===== src/rtl/divider_pkg.sv =====
// Shared types and constants for the iterative restoring divider.
package divider_pkg;

    localparam int DIV_WIDTH_DEFAULT = 32;

    // Quotient returned for a zero divisor is this bit replicated to full width.
    localparam logic DIV_ZERO_Q_FILL = 1'b1;

    typedef enum logic [1:0] {
        IDLE = 2'd0,
        BUSY = 2'd1,
        DONE = 2'd2
    } div_state_t;

endpackage


===== src/rtl/prefix_subtractor.sv =====
// Combinational a - b as a + ~b + 1 with a Kogge-Stone carry tree.
// no_borrow is the carry-out: 1 when a >= b.
module prefix_subtractor #(
    parameter int W = 33
) (
    input  logic [W-1:0] a,
    input  logic [W-1:0] b,
    output logic [W-1:0] diff,
    output logic         no_borrow
);

    localparam int LEVELS = $clog2(W);

    logic [W-1:0] bn;
    logic [W-1:0] p0;
    logic [W-1:0] g_lvl [0:LEVELS];
    logic [W-1:0] p_lvl [0:LEVELS];
    logic [W-1:0] carry;

    assign bn = ~b;
    assign p0 = a ^ bn;

    // The forced carry-in is folded into bit 0: it generates if it propagates.
    assign g_lvl[0] = (a & bn) | {{(W-1){1'b0}}, p0[0]};
    assign p_lvl[0] = p0;

    genvar gi;
    generate
        for (gi = 0; gi < LEVELS; gi++) begin : g_prefix
            localparam int SPAN = 1 << gi;
            localparam logic [W-1:0] LOW_MASK = {W{1'b1}} >> (W - SPAN);
            assign g_lvl[gi+1] = g_lvl[gi] | (p_lvl[gi] & (g_lvl[gi] << SPAN));
            assign p_lvl[gi+1] = p_lvl[gi] & ((p_lvl[gi] << SPAN) | LOW_MASK);
        end
    endgenerate

    assign carry     = {g_lvl[LEVELS][W-2:0], 1'b1};
    assign diff      = p0 ^ carry;
    assign no_borrow = g_lvl[LEVELS][W-1];

endmodule


===== src/rtl/seq_divider_32.sv =====
// Iterative unsigned restoring divider, one quotient bit per clock,
// with valid/ready handshakes on operands and result.
module seq_divider_32
    import divider_pkg::*;
#(
    parameter int WIDTH = DIV_WIDTH_DEFAULT,
    localparam int CNT_W = $clog2(WIDTH)
) (
    input  logic             clk,
    input  logic             rst_n,
    input  logic             in_valid,
    output logic             in_ready,
    input  logic [WIDTH-1:0] dividend,
    input  logic [WIDTH-1:0] divisor,
    output logic             out_valid,
    input  logic             out_ready,
    output logic [WIDTH-1:0] quotient,
    output logic [WIDTH-1:0] remainder,
    output logic             div_by_zero
);

    div_state_t       state_reg;
    logic [WIDTH-1:0] d_reg;
    logic [WIDTH-1:0] q_reg;
    logic [WIDTH-1:0] r_reg;
    logic [CNT_W-1:0] cnt_reg;
    logic             dbz_reg;

    logic [WIDTH:0]   t_val;
    logic [WIDTH:0]   diff;
    logic             nb;
    logic             unused_diff_msb;

    // Partial remainder shifted left with the next dividend bit; WIDTH+1 bits so no MSB is lost.
    assign t_val = {r_reg, q_reg[WIDTH-1]};

    prefix_subtractor #(
        .W(WIDTH + 1)
    ) u_sub (
        .a         (t_val),
        .b         ({1'b0, d_reg}),
        .diff      (diff),
        .no_borrow (nb)
    );

    // R < D keeps the true difference below 2^WIDTH whenever nb is set.
    assign unused_diff_msb = diff[WIDTH];

    always_ff @(posedge clk or negedge rst_n) begin
        if (!rst_n) begin
            state_reg <= IDLE;
            d_reg     <= '0;
            q_reg     <= '0;
            r_reg     <= '0;
            cnt_reg   <= '0;
            dbz_reg   <= 1'b0;
        end else begin
            case (state_reg)
                IDLE: begin
                    if (in_valid) begin
                        d_reg   <= divisor;
                        cnt_reg <= '0;
                        if (divisor == '0) begin
                            q_reg     <= {WIDTH{DIV_ZERO_Q_FILL}};
                            r_reg     <= dividend;
                            dbz_reg   <= 1'b1;
                            state_reg <= DONE;
                        end else begin
                            q_reg     <= dividend;
                            r_reg     <= '0;
                            dbz_reg   <= 1'b0;
                            state_reg <= BUSY;
                        end
                    end
                end
                BUSY: begin
                    r_reg   <= nb ? diff[WIDTH-1:0] : t_val[WIDTH-1:0];
                    q_reg   <= {q_reg[WIDTH-2:0], nb};
                    cnt_reg <= cnt_reg + 1'b1;
                    if (cnt_reg == CNT_W'(WIDTH - 1)) begin
                        state_reg <= DONE;
                    end
                end
                DONE: begin
                    if (out_ready) begin
                        state_reg <= IDLE;
                    end
                end
                default: state_reg <= IDLE;
            endcase
        end
    end

    assign in_ready    = (state_reg == IDLE);
    assign out_valid   = (state_reg == DONE);
    assign quotient    = q_reg;
    assign remainder   = r_reg;
    assign div_by_zero = dbz_reg;

endmodule

===== config.mk =====
export PLATFORM = sky130hd
export DESIGN_NAME = seq_divider_32
export DESIGN_NICKNAME = d
export VERILOG_FILES = /design/src/rtl/divider_pkg.sv /design/src/rtl/prefix_subtractor.sv /design/src/rtl/seq_divider_32.sv
export SDC_FILE = /design/constraint.sdc
export NUM_CORES = 1
export LEC_CHECK = 0
export BUFFER_PORTS_ARGS = -buffer_cell sky130_fd_sc_hd__buf_2
export CORE_MARGIN = 2
export CORE_UTILIZATION = 30
export DETAILED_ROUTE_END_ITERATION = 10
export HOLD_SLACK_MARGIN = 0.03
export SYNTH_ARGS = -nofsm -noshare
export SYNTH_HDL_FRONTEND = slang
export SYNTH_HIERARCHICAL = 1
export SYNTH_SLANG_ARGS = --single-unit
export TNS_END_PERCENT = 10

===== constraint.sdc =====
create_clock -name clk -period 8.3 [get_ports clk]
set_clock_uncertainty 0.2 [all_clocks]
set_input_delay 0.415 -clock clk [delete_from_list [all_inputs] [get_ports clk]]
set_output_delay 0.415 -clock clk [all_outputs]
set_load 0.02 [all_outputs]

==> results of run 1 <==
==> stage by stage <==
step	util (%)	worst slack (ns)	power [W]
after floorplan	-	4.86	0.00313
after global placement	34.4	4.31	0.00377
after detailed placement	34.4	4.20	0.00381
after CTS	35.9	4.16	0.00429
after global routing	35.9	3.84	0.00466
final	35.9	4.19	0.00427
==> power by group through the flow <==
stage	clock network (W)	logic (W)	registers [W]
final	0.000465	0.00282	0.000981
after global routing	0.000495	0.00315	0.00102
after CTS	0.000479	0.00283	0.000982
after detailed placement	0	0.00282	0.000988
after global placement	0	0.00279	0.000985
after floorplan	0	0.00201	0.00112
==> final timing paths <==
kind / start / end / slack (ns) / depth (start not counted)
hold / removal: divisor[19] / d_reg[19]$_DFFE_PN0P_ / 0.06 / 3
setup reg to reg: d_reg[1]$_DFFE_PN0P_ / remainder[26]$_DFFE_PN0P_ / 4.19 / 14
hold reg to reg: d_reg[7]$_DFFE_PN0P_ / d_reg[7]$_DFFE_PN0P_ / 0.28 / 2
min in group asynchronous: rst_n / div_by_zero$_DFFE_PN0P_ / 0.45 / 2
max in group asynchronous: rst_n / d_reg[14]$_DFFE_PN0P_ / 6.30 / 3
setup / recovery: d_reg[1]$_DFFE_PN0P_ / remainder[26]$_DFFE_PN0P_ / 4.19 / 14
==> critical path, cell delays in order, from the launching register on <==
cell and delay (ns):
dfrtp_1 0.40, inv_1 0.06, ha_1 0.27, nor2b_1 0.18
o31ai_2 0.10, a21oi_2 0.22, a41o_2 0.28, a211oi_2 0.09
o31ai_2 0.34, nand3_1 0.18, a21oi_4 0.60, buf_4 0.46
mux2i_1 0.25, nor2_1 0.06, a221o_1 0.28
==> layout by cell type (no fill, tap or decap), types with 4 or more instances in the layout <==
| master | n |
|---|---|
| a21o_1 | 17 |
| a21oi_1 | 57 |
| a221o_1 | 33 |
| buf_2 | 133 |
| buf_4 | 10 |
| clkbuf_16 | 9 |
| dfrtp_1 | 104 |
| ha_1 | 35 |
| inv_1 | 42 |
| mux2i_1 | 34 |
| nand2_1 | 118 |
| nand3_1 | 8 |
| nand4_1 | 11 |
| nor2_1 | 87 |
| nor2b_1 | 8 |
| nor4_1 | 8 |
| o21a_1 | 4 |
| o21ai_0 | 13 |
| o21ai_1 | 5 |
| o22ai_1 | 32 |
| xnor2_1 | 15 |
| xor2_1 | 12 |
==> per-layer routing <==
layer | global-route usage (%) | vias to the layer above | wire length (µm) | share of wire (%)
met5 | 0 | - | 0 | 0
met4 | 3.60 | 0 | 192 | 0.98
met3 | 4.01 | 14 | 996 | 5.1
met2 | 27.6 | 134 | 9160 | 47
met1 | 22.8 | 2825 | 9200 | 47
li1 | - | 2860 | - | -
==> final cells by class <==
cell class                      instances  area, µm²  share of cell area, %
Timing Repair Buffer                  144        751                   9.65
Multi-Input combinational cell        555       3610                   46.3
Inverter                               42        158                   2.03
Clock inverter                          3       65.1                  0.836
Clock buffer                           13        250                   3.22
Tap cell                              280        350                   4.50
Sequential cell                       104       2600                   33.4
==> impl_metrics.toml, run 1 <==
[clocking]
cts_made_buffers = 9
clk_latency_ns = 0.36
clockBufferDepth = 2
hold_buffers = 1
cts_resized = 0
tritoncts = "built"
root_buffer = "clkbuf_16"
cts_sinks = 104
cts_setup_buffers = 0
htree_levels = 3
clk_pin_slew_ns = 0.07

[route]
firstDrtPassIters = 4
drtIter0Drc = 406
wl_per_cell_um = 17.1
drc = 0
vias = 5833
vias_per_cell = 5.11
drtAntennaViolNets = 0
wl_mm = 19.6

[synth]
syn_area_um2 = 6600
synth_warnings = 6
synth_fp_nets = 852
syn_inst = 748
syn_avg_cell_area_um2 = 8.83

[critical_path]
cp-end-kind = "register"
cp.arrival_ns = 4.15
cp.required_ns = 8.34
setup.worst_path.start_class = "register"
crit_type = "reg -> reg"
critical_path.max_fanout = 18

[power]
p_per_area_nw_per_um2 = 548
power.leakage_nw = 3.79
switching_share_pct = 47.5
p_comb_share_pct = 66.1
ir_drop_v = 0.000219
power_frac_seq_pct = 23.0
p_int_w = 0.00224
p_sw_w = 0.00203
p_clk_share_pct = 10.9

[global_route]
grt_antenna_before_repair = 0
grt_overflow_total = 0
grt_pass1_wl_mm = 31.6
grtUsageTotal_pct = 16.9
first_global_vias = 5849
grt_max_degree = 67

[layout]
final_cells = 1141
final_nets = 960
fillers = 2259
drive_gt1_share_pct = 20.9
area_growth_pct = 17.9
antenna_cells = 0
final_cell_area_um2 = 7780

[timing]
whs_ns = 0.0649
hold_violations = 0
timing.fmax_mhz = 243
slew_headroom_pct = 39.6
fin_crit_sh_pct = 49.5
rsz0062_at_grt = "false"
tightest_slew_ns = 0.898
fin_crit_ns = 4.11
drv_slew = 0
fin_setup_tns_ns = 0
setup_viol = 0

[placement]
dp.cells = 1124
placed_area_um2 = 7460
portBuffers = 134
place.gp.congestion = 0.849
dp_hpwl_mm = 14.0

[die]
rows = 54
start_util_pct = 30.4
dieArea_um2 = 23200
coreArea_um2 = 21700
ios = 135
chipHeight_um = 152
die_w_um = 152

[flow_run]
maxCapViolCount = 0

[hold_path]
hp-class = "in -> reg"

[status]
outcome = "completed"
No activity file was read; power rests on OpenSTA's default activity.
==> inputs of run 2 (changes only) <==
==> constraint.sdc (replaced) <==
create_clock -name clk -period 3.7 [get_ports clk]
set_clock_uncertainty 0.2 [all_clocks]
set_input_delay 0.185 -clock clk [delete_from_list [all_inputs] [get_ports clk]]
set_output_delay 0.185 -clock clk [all_outputs]
set_load 0.02 [all_outputs]
==> impl_metrics.toml, run 2 (same netlist as run 1, synthesis figures left out) <==
[status]
outcome = "completed"

[global_route]
grtUsageTotal_pct = 17.3
grt_max_degree = 71
grt_overflow_total = 0
grt_pass1_wl_mm = 32.8
first_global_vias = 6070
grt_antenna_before_repair = 0

[critical_path]
critical_path.max_fanout = 18
cp.arrival_ns = 3.41
crit_slowest_cell = "dfrtp_1"
critPathBufInv = 1
worstRegToRegCells = 13
path_cells = "ha_1 > nor2b_1 > o31ai_2 > a21oi_2 > a41o_2 > a211oi_2 > o31ai_4 > nand3_1 > a21oi_4 > buf_12 > mux2i_1 > nor2_1 > a221o_1"
r2r-start = "remainder[0]$_DFFE_PN0P_"
cp-end-kind = "register"
setup.worst_path.start_class = "register"
cp.depth = 13
crit_type = "reg -> reg"
rr_endpoint = "remainder[27]$_DFFE_PN0P_"
cp.required_ns = 3.75
cpLargestDelayFamily = "compound AO/OA/AOI/OAI gates"
rrSetupSlack_ns = 0.34
cpPeakStageDelay_ns = 0.43

[die]
coreArea_um2 = 21700
start_util_pct = 30.4
ios = 135
chipHeight_um = 152
dieArea_um2 = 23200
die_w_um = 152
rows = 54

[timing]
fin_crit_sh_pct = 90.9
setup_viol = 0
drv_slew = 0
timing.fmax_mhz = 297
whs_ns = 0.262
rsz0062_at_grt = "false"
fin_crit_ns = 3.36
slew_headroom_pct = 36.5
tightest_slew_ns = 0.952
fin_setup_tns_ns = 0
hold_violations = 0

[clocking]
cts_made_buffers = 9
clk_pin_slew_ns = 0.07
clockBufferDepth = 2
root_buffer = "clkbuf_16"
clk_latency_ns = 0.36
tritoncts = "built"
cts_setup_buffers = 0
cts_sinks = 104
htree_levels = 3

[hold_path]
whs_endpoint = "state_reg[1]$_DFFE_PN0P_"
hp-class = "in -> reg"
holdPathStages = 4
hold_start = "in_valid"

[route]
wl_mm = 19.9
vias = 6151
drtAntennaViolNets = 0
wl_per_cell_um = 16.4
vias_per_cell = 5.09
drtIter0Drc = 507
firstDrtPassIters = 4
drc = 0

[layout]
drive_gt1_share_pct = 19.7
area_growth_pct = 28.2
final_cell_area_um2 = 8460
final_cell_mix = "buf_2, nand2_1, dfrtp_1"
antenna_cells = 0
final_nets = 1029
mostFrequentLayoutCell = "buf_2"

[power]
p_per_area_nw_per_um2 = 1130
power.leakage_nw = 4.06
ir_drop_v = 0.000371

[flow_run]
maxCapViolCount = 0

[placement]
place.gp.congestion = 0.869
portBuffers = 134
dp_hpwl_mm = 14.4
placed_area_um2 = 7540
## run 2: cell count changes in the layout (fill, tap and decap cells not counted), sizes merged
cell and change:
buf +4, dlygate4sd3 +65, clkbuf -1, bufinv -2, clkinvlp +2
## run 2: through the flow
step | util, % | power (W) | setup slack, ns | std cells
after CTS | 39.0 | 0.00960 | 0.265 | 1209
after detailed placement | 34.8 | 0.00863 | 0.283 | 1128
after floorplan | - | 0.00703 | 0.260 | 748
after global placement | 34.8 | 0.00857 | 0.345 | 1128
final | 39.0 | 0.00958 | 0.336 | 1209
after global routing | 39.0 | 0.0105 | 0.0595 | 1209
## run 2: cell type report
type                            count  area (µm²)
Fill cell                        2187       13200
Timing Repair Buffer              213        1480
Clock buffer                       12         236
Tap cell                          280         350
Sequential cell                   104        2600
Inverter                           42         158
Multi-Input combinational cell    555        3610
Clock inverter                      3        20.0
## run 2: worst max-delay path by stage
stage                              from                   endpoint  slack, ns
3_5_place_dp   remainder[1]$_DFFE_PN0P_  remainder[27]$_DFFE_PN0P_       0.28
5_1_grt        remainder[0]$_DFFE_PN0P_   remainder[8]$_DFFE_PN0P_       0.06
6_report       remainder[0]$_DFFE_PN0P_  remainder[27]$_DFFE_PN0P_       0.34
2_1_floorplan  remainder[1]$_DFFE_PN0P_  remainder[10]$_DFFE_PN0P_       0.26
4_1_cts        remainder[1]$_DFFE_PN0P_  remainder[25]$_DFFE_PN0P_       0.27
3_3_place_gp   remainder[1]$_DFFE_PN0P_  remainder[27]$_DFFE_PN0P_       0.35
## run 2: power breakdown
| part | total [W] | switching (W) | internal (W) |
|---|---|---|---|
| Sequential | 0.00220 | 0.000479 | 0.00172 |
| Combinational | 0.00651 | 0.00366 | 0.00285 |
| Clock | 0.000874 | 0.000421 | 0.000453 |
| Total | 0.00958 | 0.00456 | 0.00502 |
## run 2: worst reg2reg max path: stages (launching register included)
cell and delay (ns):
dfrtp_1 0.43, ha_1 0.30, nor2b_1 0.18, o31ai_2 0.10, a21oi_2 0.17, a41o_2 0.27
a211oi_2 0.11, o31ai_4 0.31, nand3_1 0.17, a21oi_4 0.25, buf_12 0.21, mux2i_1 0.26
nor2_1 0.06, a221o_1 0.25
## run 2: repair_timing
| action | 4_1_cts | 5_1_grt |
|---|---|---|
| hold buffers | 66 | 0 |
| hold endpoints to repair | 165 | 0 |
| setup endpoints to repair | 0 | 8 |
| gates resized for setup | 0 | 1 |
## run 2: layer usage
layer	GRT usage [%]	wire length (µm)	up-vias
met1	23.9	9460	2972
met5	0	0	-
li1	-	-	3004
met3	3.38	930	17
met2	28.2	9250	158
met4	3.56	218	0
==> inputs of run 3 (changes only) <==
--- a/config.mk
+++ b/config.mk
@@ -5,11 +5,13 @@
 export SDC_FILE = /design/constraint.sdc
 export NUM_CORES = 1
 export LEC_CHECK = 0
+export ABC_AREA = 1
 export BUFFER_PORTS_ARGS = -buffer_cell sky130_fd_sc_hd__buf_2
 export CORE_MARGIN = 2
 export CORE_UTILIZATION = 30
 export DETAILED_ROUTE_END_ITERATION = 10
 export HOLD_SLACK_MARGIN = 0.03
+export SLEW_MARGIN = 25
 export SYNTH_ARGS = -nofsm -noshare
 export SYNTH_HDL_FRONTEND = slang
 export SYNTH_HIERARCHICAL = 1
==> impl_metrics.toml, run 3 <==
[critical_path]
critPathLaunch = "remainder[5]$_DFFE_PN0P_"
cp.required_ns = 3.80
crit_type = "reg -> reg"
critical_path.max_fanout = 34
crit_slowest_cell = "dfrtp_1"
endpoint = "remainder[12]$_DFFE_PN0P_"
crit_top_cell = "nand2_1"
rrSetupSlack_ns = 0.92
cp-end-kind = "register"
worstRegToRegCells = 14
cpPeakStageDelay_ns = 0.43
rr_endpoint = "remainder[12]$_DFFE_PN0P_"
path_cells = "ha_1 > nand2_1 > nor2_1 > nand3_1 > nand3_2 > nand2_1 > nand3_2 > nand2_1 > nand2_1 > buf_4 > nand2_1 > o21ai_0 > a21oi_1 > a21oi_1"
cp.depth = 14
setup.worst_path.start_class = "register"
r2r-start = "remainder[5]$_DFFE_PN0P_"
cp.arrival_ns = 2.88
critPathBufInv = 1
cpLargestDelayFamily = "simple AND/OR/NAND/NOR gates"

[timing]
fin_setup_tns_ns = 0
setup_viol = 0
whs_ns = 0.0403
hold_violations = 0
fin_crit_ns = 2.78
drv_slew = 0
slew_headroom_pct = 33.8
timing.fmax_mhz = 360
rsz0062_at_grt = "false"
fin_crit_sh_pct = 75.2
tightest_slew_ns = 0.990

[clocking]
htree_levels = 3
root_buffer = "clkbuf_16"
hold_buffers = 66
cts_sinks = 104
cts_resized = 0
clk_latency_ns = 0.38
tritoncts = "built"
clk_pin_slew_ns = 0.09
cts_setup_buffers = 0
cts_made_buffers = 9
clockBufferDepth = 2

[layout]
fillers = 3004
final_cell_mix = "nand2_1, inv_1, buf_2"
mostFrequentLayoutCell = "nand2_1"
final_nets = 1598
area_growth_pct = 22.4
antenna_cells = 0
drive_gt1_share_pct = 16.1

[route]
drc = 0
wl_mm = 25.4
vias_per_cell = 4.32
vias = 8100
drtAntennaViolNets = 0
drtIter0Drc = 426
firstDrtPassIters = 5
wl_per_cell_um = 13.5

[die]
ios = 135
dieArea_um2 = 29400
die_w_um = 171
rows = 61
start_util_pct = 30.3
chipHeight_um = 171
coreArea_um2 = 27700

[flow_run]
maxCapViolCount = 0

[global_route]
grt_antenna_before_repair = 0
grt_overflow_total = 0
first_global_vias = 7617
grt_pass1_wl_mm = 40.0
grtUsageTotal_pct = 17.7
grt_max_degree = 73

[placement]
place.gp.congestion = 0.891
portBuffers = 134
dp_hpwl_mm = 19.2

[synth]
syn_area_um2 = 8400
syn_avg_cell_area_um2 = 6.39
synth_warnings = 6
synth_fp_nets = 1419
syn_inst = 1315

[power]
ir_drop_v = 0.000738
p_per_area_nw_per_um2 = 1050
power.leakage_nw = 6.11

[hold_path]
hp-class = "in -> reg"

[status]
outcome = "completed"
[run 3: final cells by class]
cell class	count	area (µm²)	area share (%)
clock inverters	6	55.1	0.536
clock buffers	10	229	2.23
well taps	378	473	4.60
multi-input cells	841	4280	41.6
flip-flops and latches	104	2600	25.3
repair buffers	210	1410	13.7
inverters	328	1230	12.0
[run 3: worst min-delay path by stage]
stage | from | end | slack (ns) | cells past startpoint
global route | in_valid | state_reg[1]$_DFFE_PN0P_ | 0.07 | 5
CTS | in_valid | state_reg[1]$_DFFE_PN0P_ | 0.03 | 5
finish | in_valid | state_reg[1]$_DFFE_PN0P_ | 0.04 | 5
floorplan | rst_n | cnt_reg[0]$_DFFE_PN0P_ | -0.31 | 0
global placement | rst_n | d_reg[25]$_DFFE_PN0P_ | 0.07 | 1
detailed placement | rst_n | d_reg[25]$_DFFE_PN0P_ | 0.08 | 1
[run 3: worst register-to-register path: stages (launching register included)]
cell and delay [ns]:
dfrtp_1 0.43, ha_1 0.39, nand2_1 0.16, nor2_1 0.17, nand3_1 0.11, nand3_2 0.12, nand2_1 0.09, nand3_2 0.07
nand2_1 0.05, nand2_1 0.17, buf_4 0.34, nand2_1 0.09, o21ai_0 0.09, a21oi_1 0.09, a21oi_1 0.16
[run 3: where the power goes]
part           total (W)  switching [W]  internal (W)
sequential       0.00213       0.000415       0.00171
clock            0.00100       0.000523      0.000476
combinational    0.00762        0.00498       0.00264
[run 3: through the flow]
| step | util (%) | total power [W] | std cells | instance area (µm²) | worst slack [ns] |
|---|---|---|---|---|---|
| global placement | 33.7 | 0.00965 | 1795 | 9330 | 0.969 |
| finish | 37.1 | 0.0108 | 1877 | 10300 | 0.919 |
| global route | 37.1 | 0.0120 | 1877 | 10300 | 0.580 |
| detailed placement | 33.7 | 0.00967 | 1795 | 9330 | 0.921 |
| CTS | 37.1 | 0.0108 | 1877 | 10300 | 0.908 |
| floorplan | - | 0.00783 | 1315 | 8400 | 1.16 |
[run 3: per-layer routing]
| metal | vias up | wire, µm | global-route usage (%) |
|---|---|---|---|
| li1 | 4272 | - | - |
| met1 | 3628 | 12800 | 24.8 |
| met2 | 175 | 11100 | 27.8 |
| met3 | 25 | 959 | 2.85 |
| met4 | 0 | 540 | 5.49 |
| met5 | - | 0 | 0 |
